## src/rtl/alu_seq_if.sv

```systemverilog
// Operand/result handshake bundle for alu_seq: the source drives in_*, the consumer drives out_ready.
// master = operand source and result consumer side, slave = the ALU itself.
interface alu_seq_if #(
  parameter int WIDTH = 8
);
  logic             in_valid;
  logic             in_ready;
  logic [WIDTH-1:0] in_a;
  logic [WIDTH-1:0] in_b;
  logic [2:0]       opcode;
  logic             out_valid;
  logic             out_ready;
  logic [WIDTH-1:0] alu_out;
  logic             carry;
  logic             a_is_zero;

  modport slave (
    input  in_valid, in_a, in_b, opcode, out_ready,
    output in_ready, out_valid, alu_out, carry, a_is_zero
  );

  modport master (
    output in_valid, in_a, in_b, opcode, out_ready,
    input  in_ready, out_valid, alu_out, carry, a_is_zero
  );
endinterface

```

## src/rtl/alu_seq.sv

```systemverilog
// Clocked ALU with valid/ready in/out, accumulator and optional shift-add multiplier.
// Define ALU_MUL_EN to build the multiplier; otherwise opcode 111 behaves as PASS_A.
module alu_seq #(
  parameter int WIDTH = 8
) (
  input  logic           clk,
  input  logic           rst,
  alu_seq_if.slave       io_bus,
  output logic [1:0]     o_dbg_state
);

  // Handshake: an operation is taken when in_valid && in_ready; a result is
  // consumed when out_valid && out_ready. out_valid/alu_out/carry/a_is_zero
  // stay frozen while a result is held and not consumed.

  localparam int CW = $clog2(WIDTH);

  localparam logic [2:0] OP_PASS_A  = 3'b000;
  localparam logic [2:0] OP_SUB     = 3'b001;
  localparam logic [2:0] OP_ADD     = 3'b010;
  localparam logic [2:0] OP_AND     = 3'b011;
  localparam logic [2:0] OP_XOR     = 3'b100;
  localparam logic [2:0] OP_PASS_B  = 3'b101;
  localparam logic [2:0] OP_ACC_ADD = 3'b110;
  localparam logic [2:0] OP_MUL     = 3'b111;

  typedef enum logic [1:0] {
    S_IDLE = 2'd0,
    S_MUL  = 2'd1,
    S_HOLD = 2'd2
  } state_t;

  state_t           r_state;
  state_t           w_next_state;

  logic             w_in_ready;
  logic             w_accept;
  logic             w_deliver;
  logic             w_is_mul;
  logic             w_mul_last;
  logic             w_load_res;
  logic             w_start_mul;

  logic [WIDTH-1:0] w_a;
  logic [WIDTH-1:0] w_b;
  logic [WIDTH:0]   w_res;

  logic [WIDTH-1:0] r_alu_out;
  logic             r_carry;
  logic             r_a_is_zero;
  logic [WIDTH-1:0] r_acc;

  assign w_a = io_bus.in_a;
  assign w_b = io_bus.in_b;

  // in_ready looks through to out_ready so a held result can be replaced in the same cycle.
  assign w_in_ready = (r_state == S_IDLE) || ((r_state == S_HOLD) && io_bus.out_ready);
  assign w_accept   = io_bus.in_valid && w_in_ready;
  assign w_deliver  = (r_state == S_HOLD) && io_bus.out_ready;

  // Single-cycle datapath in WIDTH+1 bits; the top bit is carry or borrow.
  always_comb begin
    w_res = {1'b0, w_a};
    case (io_bus.opcode)
      OP_PASS_A:  w_res = {1'b0, w_a};
      OP_SUB:     w_res = {1'b0, w_a} - {1'b0, w_b};
      OP_ADD:     w_res = {1'b0, w_a} + {1'b0, w_b};
      OP_AND:     w_res = {1'b0, w_a & w_b};
      OP_XOR:     w_res = {1'b0, w_a ^ w_b};
      OP_PASS_B:  w_res = {1'b0, w_b};
      OP_ACC_ADD: w_res = {1'b0, r_acc} + {1'b0, w_a};
      default:    w_res = {1'b0, w_a};
    endcase
  end

`ifdef ALU_MUL_EN
  logic [2*WIDTH-1:0] r_mul_a;
  logic [WIDTH-1:0]   r_mul_b;
  logic [2*WIDTH-1:0] r_prod;
  logic [CW-1:0]      r_mul_cnt;
  logic [2*WIDTH-1:0] w_prod_next;

  assign w_is_mul    = (io_bus.opcode == OP_MUL);
  assign w_mul_last  = (r_state == S_MUL) && (r_mul_cnt == CW'(WIDTH - 1));
  assign w_prod_next = r_mul_b[0] ? (r_prod + r_mul_a) : r_prod;

  // Multiplicand shifts left, multiplier shifts right: one partial product per cycle.
  always_ff @(posedge clk) begin
    if (rst) begin
      r_mul_a   <= '0;
      r_mul_b   <= '0;
      r_prod    <= '0;
      r_mul_cnt <= '0;
    end else if (w_start_mul) begin
      r_mul_a   <= {{WIDTH{1'b0}}, w_a};
      r_mul_b   <= w_b;
      r_prod    <= '0;
      r_mul_cnt <= '0;
    end else if (r_state == S_MUL) begin
      r_prod    <= w_prod_next;
      r_mul_a   <= r_mul_a << 1;
      r_mul_b   <= r_mul_b >> 1;
      r_mul_cnt <= w_mul_last ? '0 : r_mul_cnt + CW'(1);
    end
  end
`else
  assign w_is_mul   = 1'b0;
  assign w_mul_last = 1'b0;
`endif

  always_ff @(posedge clk) begin
    if (rst) r_state <= S_IDLE;
    else     r_state <= w_next_state;
  end

  always_comb begin
    w_next_state = r_state;
    w_load_res   = 1'b0;
    w_start_mul  = 1'b0;
    case (r_state)
      S_IDLE, S_HOLD: begin
        if (w_accept) begin
          if (w_is_mul) begin
            w_start_mul  = 1'b1;
            w_next_state = S_MUL;
          end else begin
            w_load_res   = 1'b1;
            w_next_state = S_HOLD;
          end
        end else if (w_deliver) begin
          w_next_state = S_IDLE;
        end
      end
      S_MUL: begin
        if (w_mul_last) w_next_state = S_HOLD;
      end
      default: w_next_state = S_IDLE;
    endcase
  end

  always_ff @(posedge clk) begin
    if (rst) begin
      r_alu_out   <= '0;
      r_carry     <= 1'b0;
      r_a_is_zero <= 1'b0;
      r_acc       <= '0;
    end else begin
      if (w_load_res) begin
        r_alu_out <= w_res[WIDTH-1:0];
        r_carry   <= w_res[WIDTH];
      end
`ifdef ALU_MUL_EN
      else if (w_mul_last) begin
        r_alu_out <= w_prod_next[WIDTH-1:0];
        r_carry   <= |w_prod_next[2*WIDTH-1:WIDTH];
      end
`endif
      if (w_accept) r_a_is_zero <= (w_a == '0);
      if (w_load_res && (io_bus.opcode == OP_ACC_ADD)) r_acc <= w_res[WIDTH-1:0];
    end
  end

  assign io_bus.in_ready  = w_in_ready;
  assign io_bus.out_valid = (r_state == S_HOLD);
  assign io_bus.alu_out   = r_alu_out;
  assign io_bus.carry     = r_carry;
  assign io_bus.a_is_zero = r_a_is_zero;
  assign o_dbg_state      = r_state;

endmodule

```

## src/flat_wrapper.sv

```systemverilog
// flat-port wrapper written by rule: the top's interface ports become plain ports
module alu_seq_flat 
#(
  parameter int WIDTH = 8
)
  (clk, rst, o_dbg_state, io_bus_in_valid, io_bus_in_a, io_bus_in_b, io_bus_opcode, io_bus_out_ready, io_bus_in_ready, io_bus_out_valid, io_bus_alu_out, io_bus_carry, io_bus_a_is_zero);
  alu_seq_if #(.WIDTH(WIDTH)) io_bus_i ();
  input  logic clk;
  input  logic rst;
  output logic [1:0] o_dbg_state;
  input wire logic [$bits(io_bus_i.in_valid)-1:0] io_bus_in_valid;
  input wire logic [$bits(io_bus_i.in_a)-1:0] io_bus_in_a;
  input wire logic [$bits(io_bus_i.in_b)-1:0] io_bus_in_b;
  input wire logic [$bits(io_bus_i.opcode)-1:0] io_bus_opcode;
  input wire logic [$bits(io_bus_i.out_ready)-1:0] io_bus_out_ready;
  output wire logic [$bits(io_bus_i.in_ready)-1:0] io_bus_in_ready;
  output wire logic [$bits(io_bus_i.out_valid)-1:0] io_bus_out_valid;
  output wire logic [$bits(io_bus_i.alu_out)-1:0] io_bus_alu_out;
  output wire logic [$bits(io_bus_i.carry)-1:0] io_bus_carry;
  output wire logic [$bits(io_bus_i.a_is_zero)-1:0] io_bus_a_is_zero;
  assign io_bus_i.in_valid = io_bus_in_valid;
  assign io_bus_i.in_a = io_bus_in_a;
  assign io_bus_i.in_b = io_bus_in_b;
  assign io_bus_i.opcode = io_bus_opcode;
  assign io_bus_i.out_ready = io_bus_out_ready;
  assign io_bus_in_ready = io_bus_i.in_ready;
  assign io_bus_out_valid = io_bus_i.out_valid;
  assign io_bus_alu_out = io_bus_i.alu_out;
  assign io_bus_carry = io_bus_i.carry;
  assign io_bus_a_is_zero = io_bus_i.a_is_zero;
  alu_seq #(.WIDTH(WIDTH)) u_core (.clk(clk), .rst(rst), .io_bus(io_bus_i), .o_dbg_state(o_dbg_state));
endmodule
```

## config.mk

```make
export PLATFORM = sky130hd
export DESIGN_NAME = alu_seq_flat
export DESIGN_NICKNAME = d
export VERILOG_FILES = /design/src/rtl/alu_seq_if.sv /design/src/rtl/alu_seq.sv /design/src/flat_wrapper.sv
export SDC_FILE = /design/constraint.sdc
export NUM_CORES = 1
export LEC_CHECK = 0
export ABC_AREA = 1
export BUFFER_PORTS_ARGS = -buffer_cell sky130_fd_sc_hd__buf_2
export CORE_MARGIN = 5
export CORE_UTILIZATION = 50
export DETAILED_ROUTE_END_ITERATION = 16
export GPL_ROUTABILITY_DRIVEN = 0
export HOLD_SLACK_MARGIN = 0.06
export PLACE_DENSITY_LB_ADDON = 0.2
export SETUP_SLACK_MARGIN = 0.5
export SYNTH_ARGS = -nofsm -noshare
export SYNTH_HDL_FRONTEND = slang
export SYNTH_SLANG_ARGS = --single-unit
```

## constraint.sdc

```tcl
create_clock -name clk -period 4.3 [get_ports clk]
set_input_delay 0.645 -clock clk [delete_from_list [all_inputs] [get_ports clk]]
set_output_delay 0.645 -clock clk [all_outputs]
set_load 0.005 [all_outputs]
```

After elaboration in Yosys (flattened, before gate mapping) --
Cells that the tools add are included.
Storage, ports and cells: register bits 20, input port bits 23, output and inout port bits 14, logic and storage cells 34
Cells by class: add/sub/neg operators 3, equality and inequality tests 9, multiplexer cells 6, bitwise operators 3, reductions and logical operators 8
Operator list (number):
- $pmux W9 S6 | 1
- $add A8 B8 Y9 | 2
- $eq A3 B3 Y1 const B | 3
- $sub A8 B8 Y9 | 1
- $and A8 B8 Y8 | 1
- $logic_not A8 Y1 | 1
- $xor A8 B8 Y8 | 1
- $eq A3 B2 Y1 const B | 2
- $mux W2 | 2
- $pmux W2 S2 | 1
- $eq A3 B1 Y1 const B | 1
- $logic_and A1 B1 Y1 | 3
- $ne A3 B1 Y1 const B | 1
- $eq A2 B1 Y1 const B | 1
- $eq A2 B2 Y1 const B | 1
- $logic_not A2 Y1 | 1
- $mux W1 | 2
- $reduce_and A2 Y1 | 1
- $reduce_or A2 Y1 | 1
- $logic_or A1 B1 Y1 | 1
- $not A1 Y1 | 1

Depth between registers and ports, before layout --
Gate-level depths: netlist (run 1).
depth after elaboration 7, mapped depth 18, depth with buffers taken out 18

Worst setup path before layout (run 1) --
OpenSTA, ideal clock, no wires.
path type input-to-reg, from in io_bus_in_b[0], to reg u_core.r_alu_out[7], in the netlist u_core.io_bus.alu_out[7], setup time 70 ps, data arrival time 2379 ps, required time 4230 ps, slack 1851 ps, stages on the path 18, path through inv_1 > ha_1 > nand3_1 > inv_1 > nand2_1 > nor2_1 > xor2_1 > a21oi_1 > ha_1 > nand2_1 > inv_1 > a21oi_1 > nand2_1 > nand2_1 > nand3_1 > nand2_1 > nand2_1 > a21oi_1
On the way: longest elaborated chain between the ends 2
Ends and longest elaborated chain:
- from (decl) | line flat_wrapper.sv:13 | input wire logic [$bits(io_bus_i.in_b)-1:0] io_bus_in_b;
- $add A8 B8 Y9 or $sub A8 B8 Y9 (tied branches) | line alu_seq.sv:67, alu_seq.sv:66
- $pmux W9 S6 * | line alu_seq.sv:64 | case (io_bus.opcode)
- to (signal assigned) | line alu_seq.sv:149 | r_alu_out <= w_res[WIDTH-1:0];
- to (decl) | line alu_seq.sv:48 | logic [WIDTH-1:0] r_alu_out;
Mark *: on every way between the ends. The rest lies on a longest branch, timed or not. A chain may end at the register's enable or synchronous reset.

Worst setup path in the final report (run 1) --
Same ends and word-level chain as after synthesis.

==> results of run 1 <==
-- worst max path at each step --
stage,start,slack [ps],to
floorplan,io_bus_in_b[0],1850,u_core.io_bus.alu_out[7]$_SDFFE_PP0P_
global placement,io_bus_in_b[0],1430,u_core.io_bus.alu_out[7]$_SDFFE_PP0P_
detailed placement,io_bus_in_b[0],1380,u_core.io_bus.alu_out[7]$_SDFFE_PP0P_
CTS,io_bus_in_b[0],1640,u_core.io_bus.alu_out[7]$_SDFFE_PP0P_
global route,io_bus_in_b[0],1430,u_core.io_bus.alu_out[7]$_SDFFE_PP0P_
finish,io_bus_in_b[0],1650,u_core.io_bus.alu_out[7]$_SDFFE_PP0P_
-- flip-flops by register name (all words and copies together) (netlist names) --
name	count
u_core.io_bus.alu_out	8
u_core.r_acc	8
u_core.o_dbg_state	1
u_core.io_bus.a_is_zero	1
u_core.io_bus.carry	1
-- per-layer routing --
layer  vias to the layer above  share of wire
met5                         -              0
met3                         4          0.048
met2                        37           0.48
li1                       1023              -
met1                       859           0.46
met4                         0          0.013
-- cells in the final DEF (no fill, tap or decap), types with 2 or more instances in the layout --
master and count:
a21oi_1 22, buf_2 35, clkbuf_8 3, dfxtp_1 19, ha_1 17, inv_1 38
inv_2 3, nand2_1 77, nand2_2 3, nand3_1 15, nand3b_1 2, nand4_1 2
nor2_1 30, nor3_1 2, nor4_1 2, o2111ai_1 3, o21ai_0 17, o21ai_1 6
o22ai_1 6, or2_0 2, or2_2 3
-- Yosys cell counts (all sizes together), types with 2 or more instances --
cell | n | area, sq um
nand3 | 16 | 85.1
o22ai | 6 | 37.5
ha | 17 | 213
buf | 5 | 42.5
nor4 | 2 | 12.5
inv | 42 | 160
a21oi | 22 | 110
clkbuf | 2 | 7.51
o21ai | 24 | 124
nand4 | 2 | 12.5
dfxtp | 19 | 380
nand2 | 81 | 319
nand3b | 2 | 15.0
nor2 | 33 | 150
o2111ai | 3 | 26.3
nor3 | 4 | 36.3
or2 | 5 | 31.3
-- through the flow --
stage | hold slack [ps] | instances
after global routing | 507 | 374
after global placement | 472 | 370
final | 471 | 374
after detailed placement | 465 | 370
after floorplan | 462 | 294
after CTS | 475 | 374
-- where the power goes --
part	internal, mW	switching, mW	total [mW]	leakage [nW]
logic	0.0744	0.123	0.198	0.936
clock network	0.0658	0.0559	0.122	0.0228
registers	0.187	0.00510	0.193	0.156
total	0.328	0.184	0.512	1.11
-- critical path: stages --
cell     delay (ps)
buf_2           110
inv_1            90
ha_1            180
nand3_1         130
inv_1            70
nand2_1          60
nor2_1          110
xor2_1          160
a21oi_1         100
ha_1            350
nand2_1         110
inv_1            40
a21oi_1         170
nand2_1          70
nand2_1          50
nand3_1          60
nand2_1          80
nand2_1          80
a21oi_1         130
-- layout make-up --
cell class	count	area, sq um
clock buffers	4	45.0
flip-flops and latches	19	380
repair buffers	35	175
inverters	43	164
multi-input cells	225	1240
fillers	386	1540
well taps	48	60.1
-- logic make-up (layout without fill, tap and decap cells) --
kind of cell | Yosys count | count (layout)
buf+inv | 50 | 82
compound gates | 59 | 59
xor+xnor | 1 | 1
simple gates | 146 | 146
fa+ha+maj | 18 | 18
flops | 19 | 19
other cells | 1 | 1
==> flow_summary.json, run 1 <==
{
  "vias": 1923,
  "ir_drop_uv": 146,
  "ctsResizeCount": 0,
  "place_ws_ps": 1380,
  "grt_use_met3": 0.0398,
  "grt_antenna_before_repair": 0,
  "die_h_microns": 70.6,
  "grt_usage": 0.190,
  "worstHoldStart": "u_core.io_bus.carry$_SDFFE_PP0P_",
  "synthSimpleGateAreaFrac": 0.364,
  "antenna_left": 0,
  "grtUsageMet1": 0.250,
  "core_area_sq_um": 3610,
  "syn-cell-area_sq_um": 1830,
  "drv_cap": 0,
  "grt_overflow": 0,
  "ys_async_sr_fraction": 0,
  "grt_pass1_vias": 1711,
  "max_freq_mhz": 377,
  "pin_count": 37,
  "cts-root-buf": "clkbuf_8",
  "cts_buffers": 3,
  "endpoint_kind": "flip-flop",
  "start_util": 0.509,
  "synth_edf_count": 0,
  "status": "finished, final reports clean",
  "firstDrtPassIters": 4,
  "dr.first_iter.drc_count": 133,
  "slew_violations": 0,
  "timing.rr.end": "u_core.io_bus.alu_out[6]$_SDFFE_PP0P_",
  "hold_viol": 0,
  "start_kind": "input pin",
  "diodes": 0,
  "nNetsFinal": 368,
  "ys_warn_count": 0,
  "post_cts_buffers": 0,
  "wl_per_cell_microns": 12.5,
  "synth_ff_type": "dfxtp_1",
  "grt-busiest-layer": "met2",
  "avgSynthCellArea_sq_um": 6.24,
  "rows": 22,
  "ctsHoldBuffers": 0,
  "synth_compound_area_frac": 0.178,
  "clock_latency_ps": 250,
  "cp_max_fo": 6,
  "min_to": "u_core.io_bus.carry$_SDFFE_PP0P_",
  "worst_ep_required_time_ps": 4480,
  "synth_xor_area_frac": 0.00477,
  "fin_crit_sh": 0.617,
  "min_path_cells": 2,
  "io_buffer_count": 35,
  "tritoncts": "built",
  "min_path_type": "reg2reg",
  "rr_worst_depth": 13,
  "crit_type": "in2reg",
  "area_delta_synth_final_pct": 12.6,
  "syn_inst": 294,
  "die_w_microns": 70.6,
  "leakagePower_nw": 1.11,
  "clkSinkCount": 19,
  "ys_types": 41,
  "arrival_ps": 2830,
  "synth-seq-area-share": 0.207,
  "hpwl_microns": 3760,
  "finClkSkew_ps": 1.65,
  "clockBufferDepth": 2,
  "htreeDepth": 1,
  "die-area_sq_um": 4980,
  "stdcell_area_sq_um": 2060,
  "fin_ws_ps": 1650,
  "ff2ff_setup_slack_ps": 2310,
  "rsz0062_at_grt": "false",
  "dpl_cell_area_sq_um": 2020,
  "grt.met2_usage": 0.322,
  "synth_top_family_by_area": "simple AND/OR/NAND/NOR gates",
  "synth_nets": 335,
  "grt_max_degree": 20,
  "synthMuxAreaShare": 0,
  "drc": 0,
  "tns_ps": 0,
  "drive_gt1_frac": 0.172,
  "p_total_mw": 0.512,
  "clk_pin_slew_ps": 70,
  "via_per_inst": 5.14,
  "final_util": 0.573,
  "powerDensity_nw_per_um2": 248,
  "setup_viol_count_final": 0,
  "yosys_register_bits": 19,
  "totalWireLength_microns": 4680,
  "grt_pass1_wl_microns": 7780,
  "period_needed_ps": 2650,
  "yosys.area_share.adder": 0.127,
  "r2r-start": "u_core.r_acc[0]$_SDFFE_PP0P_"
}
(Power assumes the default switching activity.)
==> inputs of run 2 (changes only) <==
==> constraint.sdc (replaced) <==
create_clock -name clk -period 2.4 [get_ports clk]
set_input_delay 0.36 -clock clk [delete_from_list [all_inputs] [get_ports clk]]
set_output_delay 0.36 -clock clk [all_outputs]
set_load 0.005 [all_outputs]
==> run 2 against run 1 <==
Hold slack got worse by 63 ps. First-iteration DRC count increased by 19%. Total power rose by 100%. Largest cell class unchanged. Design area grew 21%. Die area unchanged.
==> flow_summary.json, run 2 (synthesis gave the netlist of run 1 again) <==
{
  "status": "finished, final reports clean",
  "vias": 2158,
  "fin_crit_sh": 0.864,
  "ctsHoldBuffers": 0,
  "fillCellCount": 338,
  "htreeDepth": 1,
  "start_kind": "input pin",
  "area_delta_synth_final_pct": 36.2,
  "diodes": 0,
  "via_per_inst": 5.49,
  "most-common-layout-cells": "69 x nand2_1, 32 x inv_1, 30 x buf_2",
  "leakagePower_nw": 1.25,
  "wl_per_cell_microns": 14.0,
  "slew_violations": 0,
  "die_w_microns": 70.6,
  "start_util": 0.509,
  "ir_drop_uv": 253,
  "min_path_type": "in2reg",
  "core_area_sq_um": 3610,
  "crit_type": "in2reg",
  "drive_gt1_frac": 0.345,
  "final_util": 0.693,
  "nNetsFinal": 387,
  "cts_buffers": 3,
  "period_needed_ps": 2070,
  "drv_cap": 0,
  "cp_max_fo": 6,
  "firstDrtPassIters": 5,
  "hold_viol": 0,
  "io_buffer_count": 35,
  "worst_ep_required_time_ps": 2590,
  "setup_viol_count_final": 0,
  "clk_pin_slew_ps": 70,
  "die_h_microns": 70.6,
  "rows": 22,
  "finClkSkew_ps": 4.00,
  "final_common_cell": "nand2_1",
  "pin_count": 37,
  "dr.first_iter.drc_count": 158,
  "cts-root-buf": "clkbuf_8",
  "grt_pass1_wl_microns": 8620,
  "tritoncts": "built",
  "hpwl_microns": 3990,
  "die-area_sq_um": 4980,
  "grt_overflow": 0,
  "rsz0062_at_grt": "true",
  "grt_pass1_vias": 1872,
  "grt_max_degree": 20,
  "drc": 0,
  "clkSinkCount": 19,
  "clock_latency_ps": 250,
  "totalWireLength_microns": 5520,
  "holdWs_ps": 408,
  "arrival_ps": 2270,
  "grt_usage": 0.212,
  "powerDensity_nw_per_um2": 419,
  "endpoint_kind": "flip-flop",
  "max_freq_mhz": 482,
  "grt_antenna_before_repair": 0,
  "clockBufferDepth": 2,
  "antenna_left": 0
}
==> run 2: changes by cell type in the layout (fill, tap and decap cells not counted), moves of 4 or more <==
cell,delta
buf_4,+19
nand3_1,-6
ha_1,-5
a21oi_1,-7
nand2_2,+8
nand3_2,+5
nand2_1,-8
a21oi_2,+6
buf_2,-5
o21ai_0,-4
ha_4,+4
inv_1,-6
==> run 2: layout make-up <==
type	instances	area (sq um)	share of cell area
Tap cell	48	60.1	0.0240
Multi-Input combinational cell	225	1450	0.580
Clock inverter	1	5.00	0.00200
Inverter	43	191	0.0767
Sequential cell	19	380	0.152
Timing Repair Buffer	54	370	0.148
Clock buffer	3	41.3	0.0165
==> run 2: worst paths after layout <==
check | from | to | slack (ps) | depth (start not counted)
worst max-delay path | io_bus_opcode[0] | u_core.r_acc[7]$_SDFFE_PP0P_ | 330 | 18
worst max register to register | u_core.r_acc[0]$_SDFFE_PP0P_ | u_core.io_bus.alu_out[6]$_SDFFE_PP0P_ | 540 | 13
worst min-delay path | rst | u_core.o_dbg_state[1]$_SDFFE_PP0P_ | 410 | 2
worst min register to register | u_core.io_bus.carry$_SDFFE_PP0P_ | u_core.io_bus.carry$_SDFFE_PP0P_ | 460 | 2
==> run 2: routing by layer <==
layer  wire, microns  up-vias  part of all wire  GRT usage
met5               0        -                 0          0
li1                -     1065                 -          -
met2            2760       75              0.50      0.373
met3             390       18             0.071     0.0412
met1            2180     1000              0.40      0.258
met4             184        0             0.033     0.0752
==> run 2: what timing repair did <==
action,in CTS,in global routing
endpoints found under the hold margin,0,0
buffers inserted,5,3
pin swaps,24,7
endpoints found under the setup margin,15,15
gates resized for setup,41,9
==> run 2: power breakdown <==
group / leakage [nW] / switching [mW] / internal, mW
sequential: 0.156 / 0.0103 / 0.336
clock: 0.0255 / 0.102 / 0.115
combinational: 1.07 / 0.280 / 0.203
total: 1.25 / 0.392 / 0.654
==> run 2: per-stage QoR <==
stage	std cells	worst slack [ps]	power (mW)	instance area, sq um	TNS, ps
6_report	393	326	1.05	2500	0
4_1_cts	390	408	1.02	2430	0
2_1_floorplan	294	309	0.620	1930	0
5_1_grt	393	201	1.11	2500	0
3_5_place_dp	381	-69.0	0.752	2200	-177
3_3_place_gp	381	12.5	0.744	2200	0
==> run 2: critical path: stages <==
cell and delay (ps):
buf_8 110, inv_8 50, nand2_8 60, nor2_4 100, inv_1 80, buf_4 150, o22ai_1 100, nor2_1 80
ha_1 320, nand2_1 90, nand2_1 100, a21oi_4 180, nand2_1 80, nand2_1 80, nand3_2 60, nand2_1 70
nand2_1 60, a21oi_1 140
